--- src/rtl/fetch_unit_pkg.sv ---
// fetch_unit shared types: NPC select codes, IF/ID bundle,
// reset/base defaults and the NOP encoding.
package fetch_unit_pkg;

  typedef enum logic [1:0] {
    NPC_SEL_SEQ = 2'b00,
    NPC_SEL_BR  = 2'b01,
    NPC_SEL_J   = 2'b10,
    NPC_SEL_JR  = 2'b11
  } npc_sel_e;

  localparam logic [31:0] RESET_PC_DEF   = 32'h0000_3000;
  localparam logic [31:0] IMEM_BASE_DEF  = 32'h0000_3000;
  localparam int unsigned IMEM_WORDS_DEF = 4096;
  localparam logic [31:0] NOP            = 32'h0000_0000;

  typedef struct packed {
    logic [31:0] instr;
    logic [31:0] pc;
    logic [31:0] pc8;
    logic        valid;
    logic        addr_err;
  } if_id_t;

endpackage

--- src/rtl/fetch_unit_npc_calc.sv ---
// fetch_unit_npc_calc: next-PC selection for seq, branch,
// j/jal and jr; redirects only from a valid D instruction.
module fetch_unit_npc_calc
  import fetch_unit_pkg::*;
(
  input  logic [31:0] f_pc_i,
  input  logic [31:0] d_pc_i,
  input  logic        d_valid_i,
  input  logic [1:0]  npc_sel_i,
  input  logic        br_taken_i,
  input  logic [15:0] d_imm16_i,
  input  logic [25:0] d_index26_i,
  input  logic [31:0] jr_target_i,
  output logic [31:0] npc_o
);

  logic [31:0] seq_pc;
  logic [31:0] d_pc4;
  logic [31:0] br_off;

  assign seq_pc = f_pc_i + 32'd4;
  assign d_pc4  = d_pc_i + 32'd4;
  assign br_off = {{14{d_imm16_i[15]}}, d_imm16_i, 2'b00};

  // Pick the redirect target; bubbles always fall through to seq.
  always_comb begin
    npc_o = seq_pc;
    if (d_valid_i) begin
      unique case (npc_sel_e'(npc_sel_i))
        NPC_SEL_SEQ: npc_o = seq_pc;
        NPC_SEL_BR: begin
          if (br_taken_i) npc_o = d_pc4 + br_off;
        end
        NPC_SEL_J:  npc_o = {d_pc4[31:28], d_index26_i, 2'b00};
        NPC_SEL_JR: npc_o = jr_target_i;
      endcase
    end
  end

endmodule

--- src/rtl/fetch_unit.sv ---
// fetch_unit: PC register, async imem fetch, IF/ID register.
// FETCH_ADDR_CHECK_EN enables the fetch-address fault flag.
module fetch_unit
  import fetch_unit_pkg::*;
#(
  parameter logic [31:0] RESET_PC   = RESET_PC_DEF,
  parameter logic [31:0] IMEM_BASE  = IMEM_BASE_DEF,
  parameter int unsigned IMEM_WORDS = IMEM_WORDS_DEF
) (
  input  logic        clk,
  input  logic        reset,
  input  logic        stall,
  input  logic        clr,
  input  logic [1:0]  npc_sel,
  input  logic        br_taken,
  input  logic [15:0] d_imm16,
  input  logic [25:0] d_index26,
  input  logic [31:0] jr_target,
  output logic [31:0] imem_addr,
  input  logic [31:0] imem_instr,
  output logic [31:0] d_instr,
  output logic [31:0] d_pc,
  output logic [31:0] d_pc8,
  output logic        d_valid,
  output logic        d_addr_err
);

`ifdef FETCH_ADDR_CHECK_EN
  localparam logic ADDR_CHECK = 1'b1;
`else
  localparam logic ADDR_CHECK = 1'b0;
`endif

  localparam logic [32:0] IMEM_END =
    {1'b0, IMEM_BASE} + 33'(IMEM_WORDS) * 33'd4;

  logic [31:0] f_pc_q, f_pc_d;
  logic [31:0] npc;
  if_id_t      if_id_q, if_id_d;
  logic        addr_fault;

  fetch_unit_npc_calc u_npc_calc (
    .f_pc_i      (f_pc_q),
    .d_pc_i      (if_id_q.pc),
    .d_valid_i   (if_id_q.valid),
    .npc_sel_i   (npc_sel),
    .br_taken_i  (br_taken),
    .d_imm16_i   (d_imm16),
    .d_index26_i (d_index26),
    .jr_target_i (jr_target),
    .npc_o       (npc)
  );

  assign addr_fault = ADDR_CHECK &&
    ((f_pc_q[1:0] != 2'b00) ||
     ({1'b0, f_pc_q} < {1'b0, IMEM_BASE}) ||
     ({1'b0, f_pc_q} >= IMEM_END));

  // Next state: stall holds all, clr inserts a bubble.
  always_comb begin
    f_pc_d  = f_pc_q;
    if_id_d = if_id_q;
    if (!stall) begin
      f_pc_d = npc;
      if (clr) begin
        if_id_d       = '0;
        if_id_d.instr = NOP;
      end else begin
        if_id_d.instr    = addr_fault ? NOP : imem_instr;
        if_id_d.pc       = f_pc_q;
        if_id_d.pc8      = f_pc_q + 32'd8;
        if_id_d.valid    = 1'b1;
        if_id_d.addr_err = addr_fault;
      end
    end
  end

  // PC and IF/ID registers with synchronous active-low reset.
  always_ff @(posedge clk) begin
    if (!reset) begin
      f_pc_q        <= RESET_PC;
      if_id_q       <= '0;
      if_id_q.instr <= NOP;
    end else begin
      f_pc_q  <= f_pc_d;
      if_id_q <= if_id_d;
    end
  end

  assign imem_addr  = f_pc_q;
  assign d_instr    = if_id_q.instr;
  assign d_pc       = if_id_q.pc;
  assign d_pc8      = if_id_q.pc8;
  assign d_valid    = if_id_q.valid;
  assign d_addr_err = if_id_q.addr_err;

endmodule

--- config.mk ---
export PLATFORM = sky130hd
export DESIGN_NAME = fetch_unit
export DESIGN_NICKNAME = d
export VERILOG_FILES = /design/src/rtl/fetch_unit_pkg.sv /design/src/rtl/fetch_unit_npc_calc.sv /design/src/rtl/fetch_unit.sv
export SDC_FILE = /design/constraint.sdc
export NUM_CORES = 1
export LEC_CHECK = 0
export ABC_AREA = 1
export ABC_CLOCK_PERIOD_IN_PS = 3450
export BUFFER_PORTS_ARGS = -buffer_cell sky130_fd_sc_hd__buf_2
export CAP_MARGIN = 30
export CORE_ASPECT_RATIO = 2
export CORE_MARGIN = 1.5
export CORE_UTILIZATION = 40
export CTS_CLUSTER_SIZE = 30
export DETAILED_ROUTE_END_ITERATION = 12
export PLACE_DENSITY = 0.65
export SLEW_MARGIN = 40
export SYNTH_ARGS = -nofsm -noshare
export SYNTH_HDL_FRONTEND = slang
export SYNTH_SLANG_ARGS = --single-unit
--- constraint.sdc ---
create_clock -name clk -period 3.45 [get_ports clk]
set_clock_uncertainty 0.15 [all_clocks]
set_input_delay 0.1725 -clock clk [delete_from_list [all_inputs] [get_ports clk]]
set_output_delay 0.1725 -clock clk [all_outputs]
set_load 0.02 [all_outputs]
==> summary.md, run 1 <==
| Metric | Value |
|---|---|
| Post-Syn Instances | around 1500 |
| Clock transition at path regs | 0.06 ns |
| Yosys warns | 0 |
| Post-synth ARST share | 0 |
| FILL cells | 2364 |
| CTS Buffer Depth | 2 |
| CTS tree | yes |
| Synth area leader | dfxtp_1 |
| Multi-input gate area | 0.00625 mm² |
| Metal-1 WL | between 10000 and 15000 µm |
| Endpoints failing setup | 0 |
| Non-Filler Instances | roughly 2200 |
| Clock period minus worst slack | 3.40 ns |
| Largest net degree at the start of global routing | 71 |
| Syn avg cell area | 6.18 µm² |
| Synth cell types | 52 |
| Setup WS post-layout | 0.0546 ns |
| Post-Place Setup Slack | -0.0815 ns |
| WP data required | 3.59 ns |
| WL final | 40600 µm |
| I/O pin count | 243 |
| Switching fraction of total power | 0.301 |
| Yosys reg bits | roughly 130 |
| Logic pwr share | 0.210 |
| Setup crit end kind | flip-flop |
| Final Hold Fails | 0 |
| Final worst-path cycle share | 0.984 |
| Top_reg_cell synth | dfxtp_1 |
| Fin area | 0.0128 mm² |
| Peak supply drop | roughly 0.38 mV |
| Clock Latency Late Sink | 0.43 ns |
| CTS H-tree depth | 4 |
| Vias per cell | 5.27 |
| Clk sinks | 126 |
| CP max FO | 5 |
| Vias | 11400 |
| Slew HR | 0.483 |
| Cell Area, Placed | about 0.011 mm² |
| MaxCap Viol Count | 0 |
| Met2 WL post-DR | 21600 µm |
| Vias in the first global route | approximately 11000 |
| Sequential share of the synthesized area | 0.266 |
| Met3 routed WL | 1520 µm |
| Pre-antenna DRT Iters | 7 |
| GRT Overall Usage | 0.326 |
| Core Area | 0.0232 mm² |
| Area Overhead vs Synth | 35.8% |
| PortBufs | 241 |
| DIE HEIGHT | between 200 and 250 µm |
| Overall Power | 4.22 mW |
| Worst-margin pin slew | 0.775 ns |
| Leakage | roughly 6.4 nW |
| Critical Path Start Type | flip-flop |
| First-pass GRT wire length | roughly 61000 µm |
| Layout net count | about 2000 |
| CP Data Arrival Time | 3.54 ns |
| Setup tns final | 0 ns |
| Pint | 2.95 mW |
| Wire per inst | 18.7 µm |
| Reg area | 0.00253 mm² |
| Synth top area cells | dfxtp_1 (27%), nand2_1 (20%), a21oi_1 (7.3%), inv_1 (6.3%), nand3_1 (5.0%) |
| DIE AREA | 0.0247 mm² |
| Root buffer cell | clkbuf_16 |
| DR top layer | met4 |
| TritonCTS buffer count | 17 |
| RePlAce Congestion | 0.979 |
| Die X | 112 µm |
| Gr ovfl total | 0 |
| Number of synthesized flops with an enable pin | 0 |
| Initial DRC Count | between 700 and 800 |
| Maximum clock rate | 295 MHz |
| Initial Util | 0.407 |
| RSZ-0062 raised after global routing | true |
| Final ANT Viol Nets | 0 |
| Clock power share | 0.412 |
| Initial antenna violation count | 0 |
| Mapped Nets | around 1700 |
| P_sw | between 1 and 1.5 mW |
| Share of layout cells above drive strength 1 | 0.257 |
| Share of the synthesized area in the top cell type | 0.266 |
| Max Slew Vio Count | 0 |
| Seq pwr share | 0.378 |
| Mapped cell area | 0.00947 mm² |
| Status | completed |
| Drt drc | 0 |
| Ant. Diodes | 0 |
| Placed cells | 2074 |
| Post-DP HPWL | 32000 µm |
| Pwr/cell area | 329 mW/mm² |
| Min-Delay Path Class | in -> reg |
| Rows | 79 |
| WS Path Type | reg -> reg |
-- what timing repair did --
| action | 4_1_cts | 5_1_grt |
|---|---|---|
| gates resized for setup | 3 | 62 |
| buffers inserted | 0 | 12 |
| hold buffers | 51 | 0 |
| hold endpoints to repair | 35 | 0 |
| pin swaps | 0 | 25 |
| setup endpoints to repair | 2 | 18 |
-- worst max-delay path, cell delays in order (launching register included) --
cell	delay, ns
dfxtp_2	0.36
buf_6	0.13
ha_1	0.17
nand4_1	0.16
buf_4	0.18
buf_4	0.12
xnor2_1	0.22
ha_1	0.33
nand2_1	0.22
nor2_1	0.08
nor2_1	0.10
nand2_1	0.12
nand2_1	0.08
nand2_1	0.11
xnor2_1	0.18
nor2_1	0.06
o21ai_0	0.38
a21oi_1	0.12
-- registers in the layout (all words and copies together), names as in the netlist --
signal     cells
d_valid        1
imem_addr     32
d_instr       32
d_pc8         29
d_pc          32
-- placed cells by master (no fill, tap or decap), drive strengths merged, types with 4 or more instances in the layout --
cell type	instances
ha	37
nor4	5
o211ai	14
nor3	30
xor2	28
a21oi	143
clkinv	4
xnor2	20
nand4	21
dlygate4sd3	51
nor2	109
clkbuf	27
dfxtp	126
a31oi	7
a221oi	12
inv	176
nand2	519
o21ai	83
a22o	10
o21bai	4
buf	338
nand3	96
nand3b	6
-- cells in the mapped netlist, types with 20 or more instances --
library cell,number
o21ai_0,64
clkbuf_1,40
a21oi_1,138
nor3_1,23
ha_1,37
nor2_1,88
nand3_1,94
dfxtp_1,126
inv_1,160
xnor2_1,20
xor2_1,28
nand2_1,505
-- layer usage --
layer,up-vias,global-route usage
li1,5677,-
met5,-,0
met1,5238,0.332
met2,392,0.620
met3,124,0.0326
met4,0,0.223
-- per-stage QoR --
| stage | utilization | hold WS [ns] |
|---|---|---|
| after floorplan | - | 0.166 |
| after global placement | 0.491 | 0.271 |
| after detailed placement | 0.491 | 0.278 |
| after CTS | 0.538 | 0.00944 |
| after global routing | 0.553 | 0.0301 |
| final | 0.553 | 0.0170 |
-- area by class of cell --
type	count	area share
inverters	177	0.0517
multi-input cells	1162	0.486
clock buffers	27	0.0407
clock inverters	5	0.00409
repair buffers	389	0.193
well taps	283	0.0276
flip-flops and latches	126	0.197
-- final timing paths --
path / start / end / slack (ns) / cells after the start
setup / recovery: d_pc[2] / imem_addr[14] / 0.05 / 17
hold / removal: d_index26[22] / imem_addr[24] / 0.02 / 5
setup reg to reg: d_pc[2] / imem_addr[14] / 0.05 / 17
hold reg to reg: d_pc8[5] / d_pc8[5] / 0.31 / 2
-- power by group through the flow --
| stage | Combinational [mW] | Sequential (mW) | Clock [mW] |
|---|---|---|---|
| 6_report | 0.886 | 1.60 | 1.74 |
| 5_1_grt | 0.964 | 1.61 | 1.82 |
| 4_1_cts | 0.851 | 1.59 | 1.76 |
| 3_5_place_dp | 0.806 | 1.62 | 0 |
| 3_3_place_gp | 0.804 | 1.62 | 0 |
| 2_1_floorplan | 0.415 | 1.67 | 0 |
-- cell families (layout without fill, tap and decap cells) --
kind of cell / Yosys count / count (layout) / synth area share
compound gates: 283 / 283 / 0.170
xor+xnor: 48 / 48 / 0.0444
fa+ha+maj: 38 / 38 / 0.0510
buf+inv: 243 / 598 / 0.101
flops: 126 / 126 / 0.266
other cells: 1 / 1 / 0.000396
simple gates: 792 / 792 / 0.367
No activity file was read; power rests on OpenSTA's default activity.
==> inputs of run 2 (changes only) <==
--- a/config.mk
+++ b/config.mk
@@ -14,6 +14,7 @@
 export CORE_UTILIZATION = 40
 export CTS_CLUSTER_SIZE = 30
 export DETAILED_ROUTE_END_ITERATION = 12
+export GPL_TIMING_DRIVEN = 0
 export PLACE_DENSITY = 0.65
 export SLEW_MARGIN = 40
 export SYNTH_ARGS = -nofsm -noshare
==> summary.md, run 2 (synthesized netlist as in run 1, its figures left out) <==
| Metric | Value |
|---|---|
| CP max FO | 5 |
| Reg2reg setup slack | roughly 0.1 ns |
| Core Area | 0.0232 mm² |
| Setup tns final | 0 ns |
| Die X | 112 µm |
| Ant. Diodes | 0 |
| Min-Delay Path Class | in -> reg |
| PortBufs | 238 |
| Status | completed |
| FF-to-FF End | imem_addr[17] |
| Max Slew Vio Count | 0 |
| Clock Latency Late Sink | 0.43 ns |
| CP Data Arrival Time | approximately 3.5 ns |
| Fin area | 0.0127 mm² |
| Initial antenna violation count | 0 |
| RePlAce Congestion | 0.991 |
| Final Hold Fails | 0 |
| Pre-antenna DRT Iters | 5 |
| GRT Overall Usage | 0.332 |
| RSZ-0062 raised after global routing | true |
| TritonCTS buffer count | 17 |
| Crit path launch | d_pc[3] |
| Clock transition at path regs | roughly 0.06 ns |
| MaxCap Viol Count | 0 |
| WP data required | 3.62 ns |
| I/O pin count | 243 |
| Slowest stage delay, CP | 0.40 ns |
| Vias in the first global route | 11400 |
| Final ANT Viol Nets | 0 |
| Maximum clock rate | 298 MHz |
| Wire per inst | 19.3 µm |
| Crit-path cells | ha_1 > nand4_1 > buf_4 > nor4_4 > xor2_2 > ha_4 > nand2_2 > inv_1 > nand2_1 > nor3_4 > a21oi_1 > or2_2 > nand3_1 > nand3_1 > nand2_1 > a21oi_1 |
| DIE HEIGHT | 221 µm |
| Final worst-path cycle share | 0.971 |
| Critical Path Start Type | flip-flop |
| Cell Area, Placed | ~0.011 mm² |
| Worst Hold Endpoint | imem_addr[7] |
| Worst-margin pin slew | around 0.83 ns |
| Layout net count | 2002 |
| WS Path Type | reg -> reg |
| Tightest hold margin | 0.0107 ns |
| DIE AREA | 0.0247 mm² |
| R2R Path Start | d_pc[3] |
| Root buffer cell | clkbuf_16 |
| Largest net degree at the start of global routing | 19 |
| Peak supply drop | a little under 0.5 mV |
| Vias | between 10000 and 15000 |
| Worst hold start | jr_target[7] |
| Commonest non-fill, non-tap cell in the layout | nand2_1 |
| CTS tree | yes |
| Gr ovfl total | 0 |
| Drt drc | 0 |
| Clk sinks | 126 |
| Clock period minus worst slack | between 3 and 4 ns |
| R2r worst-path depth | 16 |
| Leakage | 6.16 nW |
| Initial DRC Count | ~630 |
| Pwr/cell area | 337 mW/mm² |
| Setup crit end kind | flip-flop |
| Slew HR | 0.446 |
| Most frequent cells in the layout | nand2_1 (487), buf_2 (251), inv_1 (158) |
| Endpoints failing setup | 0 |
| Initial Util | 0.407 |
| WL final | 41500 µm |
| CTS Buffer Depth | 2 |
| Post-DP HPWL | 33600 µm |
| Vias per cell | 5.26 |
| Rows | 79 |
| Share of layout cells above drive strength 1 | 0.255 |
| CP max-delay cell | dfxtp_4 |
| CTS H-tree depth | 4 |
| Area Overhead vs Synth | 34.1% |
| First-pass GRT wire length | 62200 µm |
| Hold Path Depth | 5 |
-- run 2: stage by stage --
| step | util | worst slack [ns] | cells | power (mW) |
|---|---|---|---|---|
| after floorplan | - | 0.331 | 1531 | 2.08 |
| after global placement | 0.474 | -0.549 | 2052 | 2.41 |
| after detailed placement | 0.474 | -0.605 | 2052 | 2.42 |
| after CTS | 0.528 | -0.0283 | 2136 | 4.24 |
| after global routing | 0.546 | -0.0578 | 2145 | 4.43 |
| final | 0.546 | 0.0998 | 2145 | 4.27 |
-- run 2: timing repair --
action,in CTS,in global routing
setup buffers,17,9
pin swaps,23,28
endpoints found under the hold margin,36,0
cloned,0,0
endpoints found under the setup margin,15,16
resized for setup,48,84
hold buffers,37,0
-- run 2: final cells by class --
cell class,instances,area (µm²)
multi-input cells,1162,6480
clock buffers,24,502
repair buffers,301,1760
well taps,283,354
clock inverters,6,82.6
inverters,177,664
plain buffers,66,292
fillers,2414,10500
flip-flops and latches,126,2560
-- run 2: worst max path at each step --
stage | to | cells past startpoint | slack [ns]
after detailed placement | imem_addr[23] | 16 | -0.61
final | imem_addr[17] | 16 | 0.1
after CTS | imem_addr[30] | 21 | -0.03
after global routing | imem_addr[23] | 22 | -0.06
after global placement | imem_addr[23] | 16 | -0.55
after floorplan | imem_addr[30] | 22 | 0.33
-- run 2: critical path, delay by kind of cell, from the launching register on --
kind            cells  cell delay [ns]
buf+inv             2             0.34
fa+ha+maj           2             0.47
compound gates      2             0.20
xor+xnor            1             0.14
flops               1             0.40
simple gates        9             1.53
-- run 2: power by group --
part	switching, mW	internal [mW]
sequential	0.0763	1.51
combinational	0.580	0.317
clock	0.644	1.14
total	1.30	2.97
-- run 2: metal layers --
layer  wire length [µm]  vias to the layer above  GRT usage
met1              14400                     5171      0.314
met3               1290                      138     0.0364
met4               3000                        0      0.226
li1                   -                     5621          -
met2              22800                      358      0.658
met5                  0                        -          0
